## config.mk

```make
export PLATFORM = sky130hd
export DESIGN_NAME = apb_master_bridge
export DESIGN_NICKNAME = d
export VERILOG_FILES = /design/src/rtl/apb_pkg.sv /design/src/rtl/apb_master_bridge.sv
export SDC_FILE = /design/constraint.sdc
export NUM_CORES = 1
export LEC_CHECK = 0
export ABC_AREA = 0
export CAP_MARGIN = 20
export CELL_PAD_IN_SITES_DETAIL_PLACEMENT = 1
export CELL_PAD_IN_SITES_GLOBAL_PLACEMENT = 1
export CORE_UTILIZATION = 35
export CTS_BUF_LIST = sky130_fd_sc_hd__clkbuf_8
export DETAILED_ROUTE_END_ITERATION = 10
export GPL_TIMING_DRIVEN = 1
export PLACE_DENSITY_LB_ADDON = 0.1
export RECOVER_POWER = 100
export SKIP_LAST_GASP = 1
export SLEW_MARGIN = 10
export SYNTH_ARGS = -nofsm -noshare
export SYNTH_HDL_FRONTEND = slang
export SYNTH_SLANG_ARGS = --single-unit
```

## constraint.sdc

```tcl
create_clock -name pclk -period 3.8 [get_ports pclk]
set_input_delay 0.76 -clock pclk [delete_from_list [all_inputs] [get_ports pclk]]
set_output_delay 0.76 -clock pclk [all_outputs]
set_load 0.1 [all_outputs]
```

## src/rtl/apb_pkg.sv

```systemverilog
// Shared APB bus dimensions for the requesters and slaves in this design.
package apb_pkg;
    localparam int ADDR_WIDTH = 32;
    localparam int DATA_WIDTH = 32;
endpackage

```

## src/rtl/apb_master_bridge.sv

```systemverilog
// APB requester: converts one valid/ready command into a SETUP+ACCESS transfer
// and returns a held response, aborting transfers whose slave never raises pready.
module apb_master_bridge #(
    parameter int ADDR_WIDTH     = apb_pkg::ADDR_WIDTH,
    parameter int DATA_WIDTH     = apb_pkg::DATA_WIDTH,
    parameter int TIMEOUT_CYCLES = 16
) (
    input  logic                  pclk,
    input  logic                  presetn,
    input  logic                  cmd_valid,
    output logic                  cmd_ready,
    input  logic                  cmd_write,
    input  logic [ADDR_WIDTH-1:0] cmd_addr,
    input  logic [DATA_WIDTH-1:0] cmd_wdata,
    output logic                  rsp_valid,
    input  logic                  rsp_ready,
    output logic [DATA_WIDTH-1:0] rsp_rdata,
    output logic                  rsp_err,
    output logic                  rsp_timeout,
    output logic [ADDR_WIDTH-1:0] paddr,
    output logic                  psel,
    output logic                  penable,
    output logic                  pwrite,
    output logic [DATA_WIDTH-1:0] pwdata,
    input  logic [DATA_WIDTH-1:0] prdata,
    input  logic                  pready,
    input  logic                  pslverr
);

    localparam int CNT_W = (TIMEOUT_CYCLES > 0) ? $clog2(TIMEOUT_CYCLES + 1) : 1;
    // Abort when the counter is one short of the limit and pready is still low,
    // i.e. on the TIMEOUT_CYCLES-th ACCESS cycle.
    localparam logic [CNT_W-1:0] CNT_LAST = CNT_W'(TIMEOUT_CYCLES - 1);

    typedef enum logic [1:0] {IDLE, SETUP, ACCESS, RESP} state_t;

    state_t                state_reg, state_next;
    logic [ADDR_WIDTH-1:0] paddr_reg, paddr_next;
    logic                  pwrite_reg, pwrite_next;
    logic [DATA_WIDTH-1:0] pwdata_reg, pwdata_next;
    logic                  psel_reg, psel_next;
    logic                  penable_reg, penable_next;
    logic                  rsp_valid_reg, rsp_valid_next;
    logic [DATA_WIDTH-1:0] rsp_rdata_reg, rsp_rdata_next;
    logic                  rsp_err_reg, rsp_err_next;
    logic                  rsp_timeout_reg, rsp_timeout_next;
    logic [CNT_W-1:0]      wait_cnt_reg, wait_cnt_next;

    always_ff @(posedge pclk or negedge presetn) begin
        if (!presetn) begin
            state_reg       <= IDLE;
            paddr_reg       <= '0;
            pwrite_reg      <= 1'b0;
            pwdata_reg      <= '0;
            psel_reg        <= 1'b0;
            penable_reg     <= 1'b0;
            rsp_valid_reg   <= 1'b0;
            rsp_rdata_reg   <= '0;
            rsp_err_reg     <= 1'b0;
            rsp_timeout_reg <= 1'b0;
            wait_cnt_reg    <= '0;
        end else begin
            state_reg       <= state_next;
            paddr_reg       <= paddr_next;
            pwrite_reg      <= pwrite_next;
            pwdata_reg      <= pwdata_next;
            psel_reg        <= psel_next;
            penable_reg     <= penable_next;
            rsp_valid_reg   <= rsp_valid_next;
            rsp_rdata_reg   <= rsp_rdata_next;
            rsp_err_reg     <= rsp_err_next;
            rsp_timeout_reg <= rsp_timeout_next;
            wait_cnt_reg    <= wait_cnt_next;
        end
    end

    always_comb begin
        state_next       = state_reg;
        paddr_next       = paddr_reg;
        pwrite_next      = pwrite_reg;
        pwdata_next      = pwdata_reg;
        psel_next        = psel_reg;
        penable_next     = penable_reg;
        rsp_valid_next   = rsp_valid_reg;
        rsp_rdata_next   = rsp_rdata_reg;
        rsp_err_next     = rsp_err_reg;
        rsp_timeout_next = rsp_timeout_reg;
        wait_cnt_next    = wait_cnt_reg;
        case (state_reg)
            IDLE: begin
                if (cmd_valid) begin
                    paddr_next  = cmd_addr;
                    pwrite_next = cmd_write;
                    pwdata_next = cmd_wdata;
                    psel_next   = 1'b1;
                    state_next  = SETUP;
                end
            end
            SETUP: begin
                penable_next = 1'b1;
                state_next   = ACCESS;
            end
            ACCESS: begin
                if (pready) begin
                    psel_next        = 1'b0;
                    penable_next     = 1'b0;
                    rsp_valid_next   = 1'b1;
                    rsp_rdata_next   = pwrite_reg ? '0 : prdata;
                    rsp_err_next     = pslverr;
                    rsp_timeout_next = 1'b0;
                    state_next       = RESP;
                end else begin
                    if (wait_cnt_reg != '1) begin
                        wait_cnt_next = wait_cnt_reg + 1'b1;
                    end
                    if (TIMEOUT_CYCLES != 0 && wait_cnt_reg == CNT_LAST) begin
                        psel_next        = 1'b0;
                        penable_next     = 1'b0;
                        rsp_valid_next   = 1'b1;
                        rsp_rdata_next   = '0;
                        rsp_err_next     = 1'b1;
                        rsp_timeout_next = 1'b1;
                        state_next       = RESP;
                    end
                end
            end
            RESP: begin
                if (rsp_ready) begin
                    rsp_valid_next = 1'b0;
                    wait_cnt_next  = '0;
                    state_next     = IDLE;
                end
            end
            default: state_next = IDLE;
        endcase
    end

    assign cmd_ready   = (state_reg == IDLE);
    assign paddr       = paddr_reg;
    assign pwrite      = pwrite_reg;
    assign pwdata      = pwdata_reg;
    assign psel        = psel_reg;
    assign penable     = penable_reg;
    assign rsp_valid   = rsp_valid_reg;
    assign rsp_rdata   = rsp_rdata_reg;
    assign rsp_err     = rsp_err_reg;
    assign rsp_timeout = rsp_timeout_reg;

endmodule

```

# After elaboration in Yosys (flattened, before gate mapping)
# Index checks and enable logic that the tools add are counted.
# totals
register_bits	109
elab_cells	57
in_bits	103
# op_classes
add_sub_neg	1
n_eq_ne	10
muxes	23
n_reduce_logical	12
# ops
cell	count
32-bit two-way mux	3
5-bit two-way mux	3
5-bit case mux with 2 select lines	1
3-bit AND reduction	3
1-bit two-way mux	8
2-bit two-way mux	4
2-bit != test (second input constant)	4
2-bit case mux with 4 select lines	1
2-bit nonzero test	4
1-bit case mux with 2 select lines	3
2-bit AND reduction	3
5-bit by 1-bit adder with 5-bit output (second input constant)	1
5-bit by 4-bit == test with 1-bit output (second input constant)	1
5-bit != test (second input constant)	1
2-bit == test (second input constant)	2
4-bit AND reduction	1
3-bit != test (second input constant)	1
2-bit by 1-bit == test with 1-bit output (second input constant)	1
2-bit zero test	1

# Longest topological paths before layout
# depth
word_depth	4
ltp_mapped	7

# Worst setup path before layout
# Ideal clock, no wire load.
# synth_timing
path_type	reg-to-reg
start	register state_reg[0]
end	register paddr_reg[10], in the netlist paddr[10]
path_stages_with_launch	7
setup_slack_ns	1.512
n_path_buf	2
arrival_ns	2.162
synth_period_minus_slack_ns	2.288
setup_time_ns	0.126
cell_sequence	dfrtp_1 -> inv_1 -> ha_1 -> nand2_1 -> buf_2 -> buf_2 -> mux2_2
# synth_via
elab_chain_cells	2
# synth_rtl
item	line_no	text
from (decl)	apb_master_bridge.sv:37	state_t state_reg, state_next;
from (signal assigned)	apb_master_bridge.sv:63	state_reg <= state_next;
2-bit zero test	n/a	
named net cmd_ready	apb_master_bridge.sv:11	output logic cmd_ready,
2-bit AND reduction (no line)	n/a	
to (signal assigned)	apb_master_bridge.sv:64	paddr_reg <= paddr_next;
to (decl)	apb_master_bridge.sv:38	logic [ADDR_WIDTH-1:0] paddr_reg, paddr_next;
# The timed path passes the listed nets, and every way through them passes these cells.
# A chain may end at the register's enable or synchronous reset.

# Worst setup path after layout
# layout_timing
start	input port cmd_valid
end	register paddr_reg[13], in the netlist paddr[13]
# layout_via
elab_chain_cells	1
# layout_rtl
item	line_no	text
from (decl)	apb_master_bridge.sv:10	input logic cmd_valid,
2-bit AND reduction (no line)	n/a	
# Every way passes these cells.

==> metrics.csv <==
metric,value,unit
GR Util met2,32.2,%
CTS Buf Count,9,
drt first pass iters,7,
status,"finished, violations left",
CP Class,input port to flip-flop,
Syn Inst Count,279,
initial antenna violation count,0,
Post-Syn Area,4220,um^2
most numerous cell in the Yosys netlist,dfrtp_1,
CTS max path bufs,2,
H-tree levels,3,
share of the synthesized area in the top cell type,64.6,%
main area contributors after synthesis,"dfrtp_1 65%, mux2_2 18%, a22o_1 7.1%, ha_1 2.1%, buf_2 1.3%",
Post-DRT Antenna Nets,0,
Reg area,2730,um^2
fin crit period,2.84,ns
Detailed Route WL,11.5,mm
Die Y,112,um
worst-margin pin slew,1.52,ns
CTS tree,built,
Fillers,1190,
GP Congestion,0.724,
worst relative slew slack,-1.52,%
DR vias,3129,
core area,11600,um^2
Starting DRT DRC Count,125,
number of port buffers,205,
"Clk Latency, worst-skew pair",0.37,ns
"Req. time, crit path",4.06,ns
sequential share of the synthesized area,64.6,%
Total Neg Setup Slack,0,ns
area of the multi-input gates,1380,um^2
Syn Nets,389,
# setup viols final,0,
area of the die,12500,um^2
Vias/cell,4.97,
WL/cell,18.3,um
CP Max Fanout,56,
Remaining DRCs,19,
Fin. Hold Viols,0,
Starting Density,36.5,%
setup bufs post-CTS,0,
first-pass GRT wire length,18.7,mm
Syn. warnings,0,
largest net degree at the start of global routing,62,
ys flop type,dfrtp_1,
HP Class,flip-flop to flip-flop,
hpwl dp,8.52,mm
number of global-route vias before repair,3395,
met1 Usage GRT,23.0,%
placement row count,39,
fraction of layout cells with a size suffix above 1,17.2,%
commonest cells in the netlist,"109 x dfrtp_1, 66 x mux2_2, 34 x a22o_1",
n_diodes,0,
number of enable flip-flop cells after synthesis,0,
ys async rst share,100,%
fin crit share,74.8,%
Die W,112,um
total track usage,19.6,%
GR Overflow Total,0,
Netlist cell types,31,
maximum clock frequency,352,MHz
Layout area overhead,55.8,%
met3 usage,8.76,%
syn_area_per_cell,15.1,um^2
cts hold-fix bufs,0,
failing checks,"design-rule violations, max-capacitance violations, max-slew violations",
RSZ-0062 raised after global routing,no,
Max-Cap Viols,1,
#FFs+latches synth,109,
GR peak layer,met2,
Worst Setup Start Kind,input port,
Clock Skews,0.00694,ns
nets,593,
Max Slew Vio Count,62,
crit path DAT,3.10,ns
Worst setup EP type,flip-flop,
root buffer cell,clkbuf_8,
"area leader, netlist",dfrtp_1,
total clock sinks,109,
clock-pin slew on the worst setup and hold paths,0.09,ns
num ports,206,
"Gates resized, CTS repair",0,
[routing by layer]
metal / share of wire (%) / vias up
li1: - / 1411
met1: 39 / 1565
met2: 49 / 141
met3: 11 / 12
met4: 1.6 / 0
met5: 0 / -
[critical path: stages]
cell             delay (ns)
clkdlybuf4s50_1        0.43
nand2_1                0.36
clkbuf_2               1.09
mux2_2                 0.44
[worst paths after layout]
check / start / end / slack (ns) / cells past startpoint
max: cmd_valid / paddr[13] / 0.96 / 4
min: rsp_rdata[5] / rsp_rdata[5] / 0.50 / 1
max reg2reg: wait_cnt_reg[0] / rsp_rdata[11] / 1.00 / 6
min reg2reg: rsp_rdata[5] / rsp_rdata[5] / 0.50 / 1
max in group asynchronous: presetn / paddr[13] / 1.08 / 2
min in group asynchronous: presetn / paddr[27] / 0.74 / 1
[stage by stage]
step	cells	cell area, um^2	worst slack, ns	util (%)	hold WS [ns]
6_report	630	6580	0.956	56.9	0.504
5_1_grt	630	6580	0.586	56.9	0.517
4_1_cts	630	6640	1.08	57.4	0.470
3_5_place_dp	615	6420	1.40	55.5	0.490
3_3_place_gp	615	6420	1.43	55.5	0.481
2_1_floorplan	279	4220	1.51	-	0.464
[cell usage in the layout, fill, tap and decap left out, types with 2 or more instances in the layout]
cell / synthesis / layout
clkbuf_2: 0 / 3
mux2_2: 66 / 65
ha_1: 7 / 7
clkdlybuf4s50_1: 0 / 101
clkbuf_1: 3 / 2
a21o_1: 3 / 3
dlygate4sd3_1: 0 / 102
dfrtp_1: 109 / 109
o21ai_0: 2 / 4
clkbuf_8: 0 / 10
inv_1: 6 / 7
a22o_1: 34 / 34
nand2_1: 5 / 5
nor2b_1: 2 / 2
a21oi_1: 4 / 4
nor2_1: 7 / 6
bufinv_16: 0 / 2
[cell families (layout without fill, tap and decap cells)]
group	Yosys count	count (layout)	share of synthesized area [%]
AO/OA/AOI/OAI	51	51	9.93
AND/OR/NAND/NOR	23	23	2.93
adder cells (fa/ha/maj)	7	7	2.07
multiplexers	67	67	17.8
flip-flops	109	109	64.6
buffers and inverters	22	230	2.64
[final cells by class]
| type | count | area share (%) |
|---|---|---|
| Clock buffer | 10 | 2.09 |
| Clock inverter | 5 | 1.16 |
| Inverter | 6 | 0.342 |
| Multi-Input combinational cell | 148 | 20.9 |
| Sequential cell | 109 | 41.5 |
| Tap cell | 143 | 2.72 |
| Timing Repair Buffer | 209 | 31.3 |
Power is not shown: default switching activity piles up to over one toggle a cycle in this logic, so the estimate is an artifact.
